<file path="src/rtl/fir_pkg.sv">
// Shared FIR-chain definitions: sample width, default decimator sizing and the
// sample type used by the FIR, the decimator and the output formatter.
package fir_pkg;

  localparam int unsigned FIR_WIDTH          = 10;
  localparam int unsigned DECIM_LOG2_DEFAULT = 2;
  localparam int unsigned DEPTH_LOG2_DEFAULT = 2;

  typedef logic [FIR_WIDTH-1:0] sample_t;

endpackage

</file>
<file path="src/rtl/sync_fifo.sv">
// Show-ahead synchronous FIFO, 2**DEPTH_LOG2 entries of WIDTH bits.
// Ports:
//   clock, reset_n  clock and asynchronous active-low reset
//   i_push, i_data  write request and data; accepted when not full, or when full with a pop
//   i_pop           read request; ignored when empty
//   o_data          head entry, 0 when empty
//   o_full, o_empty occupancy flags
//   o_fill          occupancy 0..2**DEPTH_LOG2
module sync_fifo #(
  parameter int unsigned WIDTH      = 10,
  parameter int unsigned DEPTH_LOG2 = 2
) (
  input  logic              clock,
  input  logic              reset_n,
  input  logic              i_push,
  input  logic [WIDTH-1:0]  i_data,
  input  logic              i_pop,
  output logic [WIDTH-1:0]  o_data,
  output logic              o_full,
  output logic              o_empty,
  output logic [DEPTH_LOG2:0] o_fill
);

  localparam int unsigned DEPTH = 1 << DEPTH_LOG2;

  logic [WIDTH-1:0]    r_mem [DEPTH];
  logic [DEPTH_LOG2:0] r_wr_ptr;
  logic [DEPTH_LOG2:0] r_rd_ptr;
  logic                w_wr_en;
  logic                w_rd_en;

  // Pointers carry one extra MSB so full and empty are distinguishable.
  assign o_empty = (r_wr_ptr == r_rd_ptr);
  assign o_full  = (r_wr_ptr[DEPTH_LOG2] != r_rd_ptr[DEPTH_LOG2]) &&
                   (r_wr_ptr[DEPTH_LOG2-1:0] == r_rd_ptr[DEPTH_LOG2-1:0]);
  assign o_fill  = r_wr_ptr - r_rd_ptr;

  // A pop in the same cycle frees the slot, so a push into a full FIFO still lands.
  assign w_wr_en = i_push & (~o_full | i_pop);
  assign w_rd_en = i_pop & ~o_empty;

  assign o_data = o_empty ? '0 : r_mem[r_rd_ptr[DEPTH_LOG2-1:0]];

  always_ff @(posedge clock) begin
    if (w_wr_en) begin
      r_mem[r_wr_ptr[DEPTH_LOG2-1:0]] <= i_data;
    end
  end

  always_ff @(posedge clock or negedge reset_n) begin
    if (!reset_n) begin
      r_wr_ptr <= '0;
      r_rd_ptr <= '0;
    end else begin
      if (w_wr_en) r_wr_ptr <= r_wr_ptr + (DEPTH_LOG2+1)'(1);
      if (w_rd_en) r_rd_ptr <= r_rd_ptr + (DEPTH_LOG2+1)'(1);
    end
  end

endmodule

</file>
<file path="src/rtl/fir_decimator.sv">
// Decimating output stage of the FIR filter. Keeps one of every 2**DECIM_LOG2
// input samples and queues it in a show-ahead FIFO drained by valid/ready.
// A sample lost because the FIFO is full sets a sticky overflow flag.
// Build option: define DECIM_AVG_EN to push the boxcar average of each group
// instead of the last sample of the group.
// Ports:
//   clock, reset_n       clock and asynchronous active-low reset
//   in_data, in_valid    filtered sample stream (unsigned)
//   out_data, out_valid  FIFO head and not-empty
//   out_ready            consumer pops the head when out_valid & out_ready
//   fill                 FIFO occupancy
//   overflow             sticky drop flag; clear_overflow clears it synchronously
module fir_decimator
  import fir_pkg::*;
#(
  parameter int unsigned WIDTH      = FIR_WIDTH,
  parameter int unsigned DECIM_LOG2 = DECIM_LOG2_DEFAULT,
  parameter int unsigned DEPTH_LOG2 = DEPTH_LOG2_DEFAULT
) (
  input  logic                clock,
  input  logic                reset_n,
  input  logic [WIDTH-1:0]    in_data,
  input  logic                in_valid,
  output logic [WIDTH-1:0]    out_data,
  output logic                out_valid,
  input  logic                out_ready,
  output logic [DEPTH_LOG2:0] fill,
  output logic                overflow,
  input  logic                clear_overflow
);

  localparam int unsigned D      = 1 << DECIM_LOG2;
  // Keep the counter at least one bit wide so D=1 still elaborates.
  localparam int unsigned PHASE_W = (DECIM_LOG2 == 0) ? 1 : DECIM_LOG2;
  localparam logic [PHASE_W-1:0] PHASE_LAST = PHASE_W'(D - 1);

  logic [PHASE_W-1:0] r_phase;
  logic               r_overflow;
  logic               w_emit;
  logic [WIDTH-1:0]   w_push_data;
  logic               w_full;
  logic               w_empty;
  logic               w_pop;
  logic               w_drop;

  assign w_emit = in_valid & (r_phase == PHASE_LAST);

  always_ff @(posedge clock or negedge reset_n) begin
    if (!reset_n) begin
      r_phase <= '0;
    end else if (in_valid) begin
      r_phase <= w_emit ? '0 : r_phase + PHASE_W'(1);
    end
  end

`ifdef DECIM_AVG_EN
  localparam int unsigned ACC_W = WIDTH + DECIM_LOG2;

  logic [ACC_W-1:0] r_acc;
  logic [ACC_W-1:0] w_sum;

  // At most D samples are summed before the clear, so ACC_W never overflows.
  assign w_sum       = r_acc + ACC_W'(in_data);
  assign w_push_data = w_sum[ACC_W-1:DECIM_LOG2];

  always_ff @(posedge clock or negedge reset_n) begin
    if (!reset_n) begin
      r_acc <= '0;
    end else if (in_valid) begin
      r_acc <= w_emit ? '0 : w_sum;
    end
  end
`else
  assign w_push_data = in_data;
`endif

  assign out_valid = ~w_empty;
  assign w_pop     = out_valid & out_ready;
  // Only a push into a full FIFO without a coincident pop loses data.
  assign w_drop    = w_emit & w_full & ~w_pop;

  always_ff @(posedge clock or negedge reset_n) begin
    if (!reset_n) begin
      r_overflow <= 1'b0;
    end else if (w_drop) begin
      r_overflow <= 1'b1;
    end else if (clear_overflow) begin
      r_overflow <= 1'b0;
    end
  end

  assign overflow = r_overflow;

  sync_fifo #(
    .WIDTH      (WIDTH),
    .DEPTH_LOG2 (DEPTH_LOG2)
  ) u_fifo (
    .clock   (clock),
    .reset_n (reset_n),
    .i_push  (w_emit),
    .i_data  (w_push_data),
    .i_pop   (w_pop),
    .o_data  (out_data),
    .o_full  (w_full),
    .o_empty (w_empty),
    .o_fill  (fill)
  );

endmodule

</file>
<file path="config.mk">
export PLATFORM = sky130hd
export DESIGN_NAME = fir_decimator
export DESIGN_NICKNAME = d
export VERILOG_FILES = /design/src/rtl/fir_pkg.sv /design/src/rtl/sync_fifo.sv /design/src/rtl/fir_decimator.sv
export SDC_FILE = /design/constraint.sdc
export NUM_CORES = 1
export LEC_CHECK = 0
export CAP_MARGIN = 20
export CORE_MARGIN = 2
export CORE_UTILIZATION = 40
export CTS_BUF_LIST = sky130_fd_sc_hd__clkbuf_8
export CTS_CLUSTER_DIAMETER = 40
export DETAILED_ROUTE_END_ITERATION = 16
export SYNTH_ARGS = -nofsm -noshare
export SYNTH_HDL_FRONTEND = slang
export SYNTH_SLANG_ARGS = --single-unit
</file>
<file path="constraint.sdc">
create_clock -name clock -period 2.3 [get_ports clock]
set_input_delay 0.46 -clock clock [delete_from_list [all_inputs] [get_ports clock]]
set_output_delay 0.46 -clock clock [all_outputs]
set_load 0.1 [all_outputs]
</file>
==> results_dict.tcl, run 1 <==
set metrics [dict create \
    grtUsageTotal 0.1473 \
    slew_headroom 0.6941 \
    coreArea_mm2 0.005075 \
    post_synth_fa_ha_maj_area_fraction 0.05776 \
    clock_path_buffers 2 \
    route.vias.total 1097 \
    cp_required_ns 1.84 \
    ys_ff_latch 49 \
    synth_largest_area_cell "sky130_fd_sc_hd__edfxtp_1" \
    tightestPinTransition_ns 0.4583 \
    finClkSkew_ns 0.009498 \
    critical_path_arrival_ns 1.74 \
    netlist_instances 115 \
    final_min_period_over_clock_period 0.9545 \
    achievable-frequency_mhz 455.5 \
    hold_buffers 0 \
    synth_top_family_by_area "multiplexers" \
    final-max-slew-violation-count 0 \
    critical_path.endpoint_type "primary output" \
    initial_utilization 0.4098 \
    r2r_end "u_fifo.r_mem[0][6]" \
    gp_routability_congestion 0.7772 \
    yosysSeqAreaShare 0.6859 \
    detail_route.first_pass.iterations 5 \
    final-setup-viol-count 0 \
    drc 0 \
    grt_setup_unrepaired "false" \
    max_cap_viol_count 0 \
    netlist.area_leader.share 0.5776 \
    final_cell_area_mm2 0.002959 \
    insertion_delay_ns 0.30 \
    grt_pass1_wl_mm 6.396 \
    synth_enable_flop_cells 40 \
    grt_overflow 0 \
    num_io_pins 30 \
    critical_path.startpoint_type "register" \
    antenna_violations_before_repair 0 \
    critPathKind "reg2out" \
    netlist-cell-type-count 24 \
    route.final.wire_length_mm 3.780 \
    portBuffers 29 \
    ys_dominant_reg_cell "sky130_fd_sc_hd__edfxtp_1" \
    final_period_minus_worst_setup_slack_ns 2.195 \
    clk_pin_slew_worst_paths_ns 0.09 \
    rows 26 \
    die-height_um 76.10 \
    post_drt_via_cell_ratio 4.688 \
    nets 187 \
    worst-path-max-fanout 8 \
    r2r_setup_slk_ns 0.55 \
    synth_simple_gate_area_frac 0.05716 \
    synth_async_sr_flop_share 0.1837 \
    ys.warnings.count 0 \
    drive_above_1_share 0.4329 \
    detailed_place.area_mm2 0.002778 \
    vias_in_the_first_global_route 1287 \
    syn_avg_cell_area_um2 18.08 \
    worstHoldPathType "in2async" \
    timing.reg2reg.worst_path_depth 5 \
    numCtsBuffers 5 \
    multiplexer_share_of_the_synthesized_area 0.1318 \
    synth_compound_gate_area_share 0.02046 \
    initialDrtViolationCount 103 \
    synthesis.nets 139 \
    reg2reg_from "u_fifo.r_rd_ptr[2]" \
    final_hold_viol_count 0 \
    die_x_um 76.10 \
    drt-wirelength-per-cell_um 16.15 \
    area_growth_syn_to_layout_pct 42.30 \
    maximum_number_of_pins_on_one_net_before_global_route_repair 15 \
    die_area_mm2 0.005791 \
    antenna_left 0 \
    antennaDiodeCount 0 \
    cts_root_buffer "sky130_fd_sc_hd__clkbuf_8" \
    cts_htree_levels 2 \
    clock-sinks 49 \
    yosys.area_share.xor_xnor 0.02527 \
    detail_placement_hpwl_mm 2.680 \
    run_status "complete, no violations" \
    netlist_area_mm2 0.002079 \
    largest_cells_by_area_after_synthesis "sky130_fd_sc_hd__edfxtp_1, sky130_fd_sc_hd__dfrtp_1, sky130_fd_sc_hd__mux4_2" \
    cts_tree "yes" \
]
[cell usage after synthesis, drive strengths merged, types with 2 or more instances]
| master | number |
|---|---|
| mux2 | 4 |
| buf | 2 |
| mux4 | 10 |
| nor2b | 10 |
| ha | 8 |
| nand2 | 3 |
| and2 | 3 |
| dfrtp | 9 |
| inv | 8 |
| nor2 | 3 |
| edfxtp | 40 |
| xnor2 | 5 |
[final cells by class]
cell class	count	area (um^2)
Fill cell	415	2116
Sequential cell	49	1428
Multi-Input combinational cell	55	729.5
Timing Repair Buffer	44	564.3
Tap cell	70	87.58
Clock buffer	6	82.58
Clock inverter	2	33.78
Inverter	8	33.78
[per-layer routing]
layer  global-route usage  part of all wire  wire [um]  vias up
met5                    0                 0          0        -
met4              0.04909             0.013         48        0
met3              0.04384             0.036        135        4
met2               0.2634              0.53       2016       20
met1               0.1694              0.42       1580      548
li1                     -                 -          -      525
[cells by family (layout without fill, tap and decap cells)]
logic type	Yosys count	after routing
buf+inv	11	60
mux	14	14
fa+ha+maj	9	9
flops	49	49
xor+xnor	6	6
compound gates	5	5
simple gates	21	21
[stage by stage]
| step | cells | setup slack [ns] | setup TNS [ns] | utilization | hold slack (ns) |
|---|---|---|---|---|---|
| global placement | 223 | 0.2410 | 0 | 0.5473 | 0.4934 |
| floorplan | 115 | -0.07648 | -0.07648 | - | 0.1644 |
| finish | 234 | 0.1046 | 0 | 0.5831 | 0.4437 |
| global route | 234 | 0.008016 | 0 | 0.5831 | 0.4651 |
| CTS | 234 | 0.004536 | 0 | 0.5794 | 0.4517 |
| detailed placement | 223 | 0.1871 | 0 | 0.5473 | 0.5163 |
[state kept, by name (all words and copies together) (netlist names)]
name	flops
u_fifo.r_mem	40
u_fifo.r_rd_ptr	3
u_fifo.r_wr_ptr	3
r_phase	2
overflow	1
[critical path: stages (launching register included)]
cell,delay (ns)
sky130_fd_sc_hd__dfrtp_2,0.42
sky130_fd_sc_hd__buf_6,0.18
sky130_fd_sc_hd__mux4_2,0.50
sky130_fd_sc_hd__nor2b_2,0.18
sky130_fd_sc_hd__buf_12,0.16
[placed cells by master, fill, tap and decap left out, types with 2 or more instances in the layout]
cell,synthesis,final
sky130_fd_sc_hd__and2_1,3,3
sky130_fd_sc_hd__buf_12,0,15
sky130_fd_sc_hd__buf_4,1,13
sky130_fd_sc_hd__clkbuf_8,0,6
sky130_fd_sc_hd__clkdlybuf4s50_1,0,14
sky130_fd_sc_hd__dfrtp_1,9,8
sky130_fd_sc_hd__edfxtp_1,40,40
sky130_fd_sc_hd__ha_1,8,6
sky130_fd_sc_hd__ha_4,0,2
sky130_fd_sc_hd__inv_1,8,7
sky130_fd_sc_hd__mux2_2,3,3
sky130_fd_sc_hd__mux4_2,10,10
sky130_fd_sc_hd__nand2_1,3,2
sky130_fd_sc_hd__nor2_1,3,2
sky130_fd_sc_hd__nor2b_4,0,9
sky130_fd_sc_hd__xnor2_1,5,4
[how the worst max path moves through the flow]
stage | startpoint | to | slack (ns) | cells past startpoint
after CTS | u_fifo.r_rd_ptr[0] | out_valid | 0.005 | 6
final | u_fifo.r_rd_ptr[0] | out_data[9] | 0.10 | 4
after floorplan | u_fifo.r_rd_ptr[1] | out_data[9] | -0.08 | 6
after global routing | u_fifo.r_rd_ptr[0] | out_valid | 0.008 | 6
after detailed placement | u_fifo.r_wr_ptr[0] | out_valid | 0.19 | 7
after global placement | u_fifo.r_wr_ptr[0] | out_valid | 0.24 | 7
[what timing repair did]
item / in CTS / in global routing
endpoints found under the setup margin: 10 / 11
cloned: 0 / 0
pin swaps: 1 / 1
buffers inserted: 3 / 0
resized for setup: 5 / 4
Power of run 1 is not shown: default switching activity piles up to over one toggle a cycle in this logic, so the estimate is an artifact.
==> inputs of run 2 (changes only) <==
Settings changed: CTS_BUF_LIST sky130_fd_sc_hd__clkbuf_8 to sky130_fd_sc_hd__clkbuf_4 sky130_fd_sc_hd__clkbuf_8, SKIP_CTS_REPAIR_TIMING from default to 1.
==> run 2 against run 1 <==
Net effect: die area unchanged; clock-buffer cell count increased by 1; design area unchanged; highest routed layer unchanged.
==> results_dict.tcl, run 2 (synthesized netlist as in run 1, its figures left out) <==
set metrics [dict create \
    run_status "complete, no violations" \
    drt-wirelength-per-cell_um 16.28 \
    area_growth_syn_to_layout_pct 42.30 \
    detail_placement_hpwl_mm 2.680 \
    grt_pass1_wl_mm 6.313 \
    timing.final.ws_setup_ns 0.1120 \
    final_period_minus_worst_setup_slack_ns 2.188 \
    n_fill_cell 418 \
    layout.cells.most_common_list "sky130_fd_sc_hd__edfxtp_1, sky130_fd_sc_hd__buf_12, sky130_fd_sc_hd__clkdlybuf4s50_1, sky130_fd_sc_hd__buf_4" \
    drc 0 \
    initialDrtViolationCount 110 \
    die_x_um 76.10 \
    max_cap_viol_count 0 \
    grt_setup_unrepaired "false" \
    critical_path.startpoint_type "register" \
    critical_path.endpoint_type "primary output" \
    largest_register_ff_count 40 \
    route.final.wire_length_mm 3.793 \
    clock_path_buffers 2 \
    portBuffers 29 \
    slew_headroom 0.6986 \
    rows 26 \
    antenna_violations_before_repair 0 \
    cts_tree "yes" \
    die-height_um 76.10 \
    drive_above_1_share 0.4356 \
    route.vias.total 1104 \
    antennaDiodeCount 0 \
    maximum_number_of_pins_on_one_net_before_global_route_repair 15 \
    global_route.usage.met2 0.2580 \
    tightestPinTransition_ns 0.4516 \
    nets 186 \
    num_io_pins 30 \
    grtUsageTotal 0.1452 \
    post_drt_via_cell_ratio 4.738 \
    grt.met1_usage 0.1677 \
    vias_in_the_first_global_route 1264 \
    antenna_left 0 \
    r2r_setup_slk_ns 0.51 \
    initial_utilization 0.4098 \
    grt_overflow 0 \
    grt_busiest_layer "met2" \
    finClkSkew_ns 0.009654 \
    critical_path_arrival_ns 1.73 \
    cp_required_ns 1.84 \
    die_area_mm2 0.005791 \
    coreArea_mm2 0.005075 \
    insertion_delay_ns 0.29 \
    final-setup-viol-count 0 \
    worst-path-max-fanout 8 \
    final-max-slew-violation-count 0 \
    critPathKind "reg2out" \
    numCtsBuffers 5 \
    cts_htree_levels 2 \
    achievable-frequency_mhz 457.0 \
    clk_pin_slew_worst_paths_ns 0.09 \
    final_hold_viol_count 0 \
    final_min_period_over_clock_period 0.9513 \
    worstHoldPathType "in2async" \
    gp_routability_congestion 0.7772 \
    most_frequent_standard_cell_in_the_layout_excluding_fill_and_tap_cells "sky130_fd_sc_hd__edfxtp_1" \
    finalHoldWorstSlack_ns 0.4439 \
    clock-sinks 49 \
    cts_root_buffer "sky130_fd_sc_hd__clkbuf_8" \
    worst_slack_at_placement_ns 0.1871 \
    detail_route.first_pass.iterations 4 \
    grt_util_met3 0.04384 \
]
[run 2: cell count changes in the layout (fill, tap and decap cells not counted), sizes merged]
cell,before,now
buf,30,29
inv,8,7
clkbuf,6,7
[run 2: worst max-delay path, cell delays in order (launching register included)]
cell and delay (ns):
sky130_fd_sc_hd__dfrtp_2 0.44, sky130_fd_sc_hd__ha_1 0.32, sky130_fd_sc_hd__nand2_2 0.09, sky130_fd_sc_hd__nor2_4 0.14, sky130_fd_sc_hd__buf_12 0.17, sky130_fd_sc_hd__clkinvlp_4 0.11, sky130_fd_sc_hd__buf_12 0.17
[run 2: through the flow]
step,TNS [ns],utilization,area (um^2),cells
after floorplan,-0.07648,-,2188,115
after global placement,0,0.5473,2778,223
after detailed placement,0,0.5473,2778,223
after CTS,-0.7028,0.5710,2898,231
after global routing,0,0.5831,2959,233
final,0,0.5831,2959,233
[run 2: path summary, 6_finish.rpt]
kind | startpoint | to | cells after the start
max in group asynchronous | reset_n | u_fifo.r_rd_ptr[0] | 1
setup reg to reg | u_fifo.r_rd_ptr[1] | u_fifo.r_mem[3][6] | 5
hold reg to reg | r_phase[1] | r_phase[1] | 1
hold / removal | reset_n | u_fifo.r_rd_ptr[2] | 1
min in group clock | r_phase[1] | r_phase[1] | 1
setup / recovery | u_fifo.r_wr_ptr[1] | out_valid | 6
[run 2: cell type report]
cell class / instances / area [um^2] / area share
Tap cell: 70 / 87.58 / 0.02960
Timing Repair Buffer: 43 / 561.8 / 0.1899
Sequential cell: 49 / 1429 / 0.4829
Clock buffer: 7 / 90.09 / 0.03044
Inverter: 8 / 33.78 / 0.01142
Multi-Input combinational cell: 55 / 726.9 / 0.2457
Clock inverter: 1 / 30.03 / 0.01015
[run 2: metal layers]
| metal | part of all wire | vias to the layer above | wire length (um) |
|---|---|---|---|
| li1 | - | 524 | - |
| met1 | 0.41 | 556 | 1572 |
| met2 | 0.54 | 20 | 2033 |
| met3 | 0.037 | 4 | 140 |
| met4 | 0.012 | 0 | 46 |
| met5 | 0 | - | 0 |
Power of run 2 is left out for the same reason.
==> inputs of run 3 (changes only) <==
Settings changed: CORE_UTILIZATION 40 to 25, GPL_ROUTABILITY_DRIVEN from default to 0.
==> run 3 against run 2 <==
Net effect: critical path depth grew 1; setup slack lost 0.029 ns; register-to-register slack is essentially flat; core utilization shrank 22 points; flip-flop and latch count is the same; sequential share of layout area shrank 0.47 points; clock-buffer cell count shrank 1; maximum frequency shrank 1.3%; via count shrank 2.8%; clock skew shrank 0.0029 ns; global-route usage shrank 5.5 points.
==> results_dict.tcl, run 3 (synthesized netlist as in run 1, its figures left out) <==
set metrics [dict create \
    run_status "complete, no violations" \
    cts_root_buffer "sky130_fd_sc_hd__clkbuf_8" \
    n_fill_cell 743 \
    reg2reg_from "u_fifo.r_wr_ptr[0]" \
    finalHoldWorstSlack_ns 0.4647 \
    grt_pass1_wl_mm 5.989 \
    clock_path_buffers 2 \
    max_cap_viol_count 0 \
    final_core_util 0.3667 \
    initial_utilization 0.2557 \
    final_min_period_over_clock_period 0.9640 \
    most_frequent_standard_cell_in_the_layout_excluding_fill_and_tap_cells "sky130_fd_sc_hd__edfxtp_1" \
    final_hold_viol_count 0 \
    drc 0 \
    num_io_pins 30 \
    final-instance-count-excl-fill 266 \
    critPathKind "reg2out" \
    drt-wirelength-per-cell_um 14.06 \
    clock-sinks 49 \
    grt_setup_unrepaired "true" \
    cts_htree_levels 2 \
    slew_headroom 0.7128 \
    worst-path-max-fanout 4 \
    largest_register_ff_count 40 \
    grtUsageTotal 0.09000 \
    drive_above_1_share 0.4099 \
    final-setup-viol-count 0 \
    grt_overflow 0 \
    route.final.wire_length_mm 3.741 \
    nets 184 \
    worstHoldPathType "in2async" \
    rows 33 \
    post_drt_via_cell_ratio 4.034 \
    numCtsBuffers 5 \
    antennaDiodeCount 0 \
    clk_pin_slew_worst_paths_ns 0.09 \
    detail_placement_hpwl_mm 2.647 \
    cts_tree "yes" \
    initialDrtViolationCount 42 \
    route.vias.total 1073 \
    portBuffers 29 \
    regArea_mm2 0.001426 \
    critical_path_arrival_ns 1.76 \
    insertion_delay_ns 0.29 \
    tns_ns 0 \
    r2r_setup_slk_ns 0.50 \
    die-height_um 95.20 \
    finClkSkew_ns 0.006790 \
    die_area_mm2 0.009063 \
    timing.reg2reg.worst_path_depth 6 \
    antenna_violations_before_repair 0 \
    layout.cells.most_common_list "sky130_fd_sc_hd__edfxtp_1, sky130_fd_sc_hd__buf_12, sky130_fd_sc_hd__clkdlybuf4s50_1, sky130_fd_sc_hd__mux4_2" \
    placed_cells_incl_taps 256 \
    final-max-slew-violation-count 0 \
    tightestPinTransition_ns 0.4294 \
    critical_path.endpoint_type "primary output" \
    maximum_number_of_pins_on_one_net_before_global_route_repair 16 \
    r2r_end "u_fifo.r_mem[2][0]" \
    detail_route.first_pass.iterations 3 \
    cp_required_ns 1.84 \
    area_growth_syn_to_layout_pct 43.44 \
    die_x_um 95.20 \
    critical_path.startpoint_type "register" \
    final_period_minus_worst_setup_slack_ns 2.217 \
    vias_in_the_first_global_route 1109 \
    multi_input_comb_area_um2 709.4 \
    coreArea_mm2 0.008134 \
    antenna_left 0 \
    achievable-frequency_mhz 451.0 \
]
==> run 3: cell count changes in the layout (fill, tap and decap cells not counted), sizes merged <==
cell    change
clkinv      +1
clkbuf      -1
buf         -2
==> run 3: layout make-up <==
class | instances | share of cell area
Clock buffer | 6 | 0.02559
Clock inverter | 2 | 0.01300
Inverter | 8 | 0.01133
Multi-Input combinational cell | 55 | 0.2378
Sequential cell | 49 | 0.4782
Tap cell | 105 | 0.04404
Timing Repair Buffer | 41 | 0.1900
==> run 3: worst max path at each step <==
stage	startpoint	depth (start not counted)	endpoint
after global placement	out_ready	5	u_fifo.r_mem[2][6]
after detailed placement	in_valid	5	u_fifo.r_mem[2][3]
after global routing	u_fifo.r_wr_ptr[0]	7	out_data[9]
after CTS	u_fifo.r_wr_ptr[0]	7	out_data[9]
after floorplan	u_fifo.r_rd_ptr[1]	6	out_data[9]
final	u_fifo.r_wr_ptr[0]	7	out_data[9]
==> run 3: critical path: stages, from the launching register on <==
cell and delay (ns):
sky130_fd_sc_hd__dfrtp_1 0.39, sky130_fd_sc_hd__inv_2 0.07, sky130_fd_sc_hd__ha_1 0.32, sky130_fd_sc_hd__nand2_2 0.13
sky130_fd_sc_hd__nor2_4 0.05, sky130_fd_sc_hd__buf_6 0.14, sky130_fd_sc_hd__nor2b_2 0.16, sky130_fd_sc_hd__buf_12 0.19
==> run 3: layer usage <==
layer	vias to the layer above	wire, um	GRT usage
met5	-	0	0
met3	5	180	0.02451
li1	517	-	-
met4	0	21	0.02174
met1	524	1703	0.1211
met2	27	1835	0.1450
==> run 3: stage by stage <==
stage | worst slack (ns) | instance area, um^2
2_1_floorplan | -0.07648 | 2188
3_3_place_gp | 0.2639 | 2831
3_5_place_dp | 0.2518 | 2831
4_1_cts | -0.03005 | 2947
5_1_grt | -0.01201 | 2983
6_report | 0.08278 | 2983
Power of run 3 is left out for the same reason.
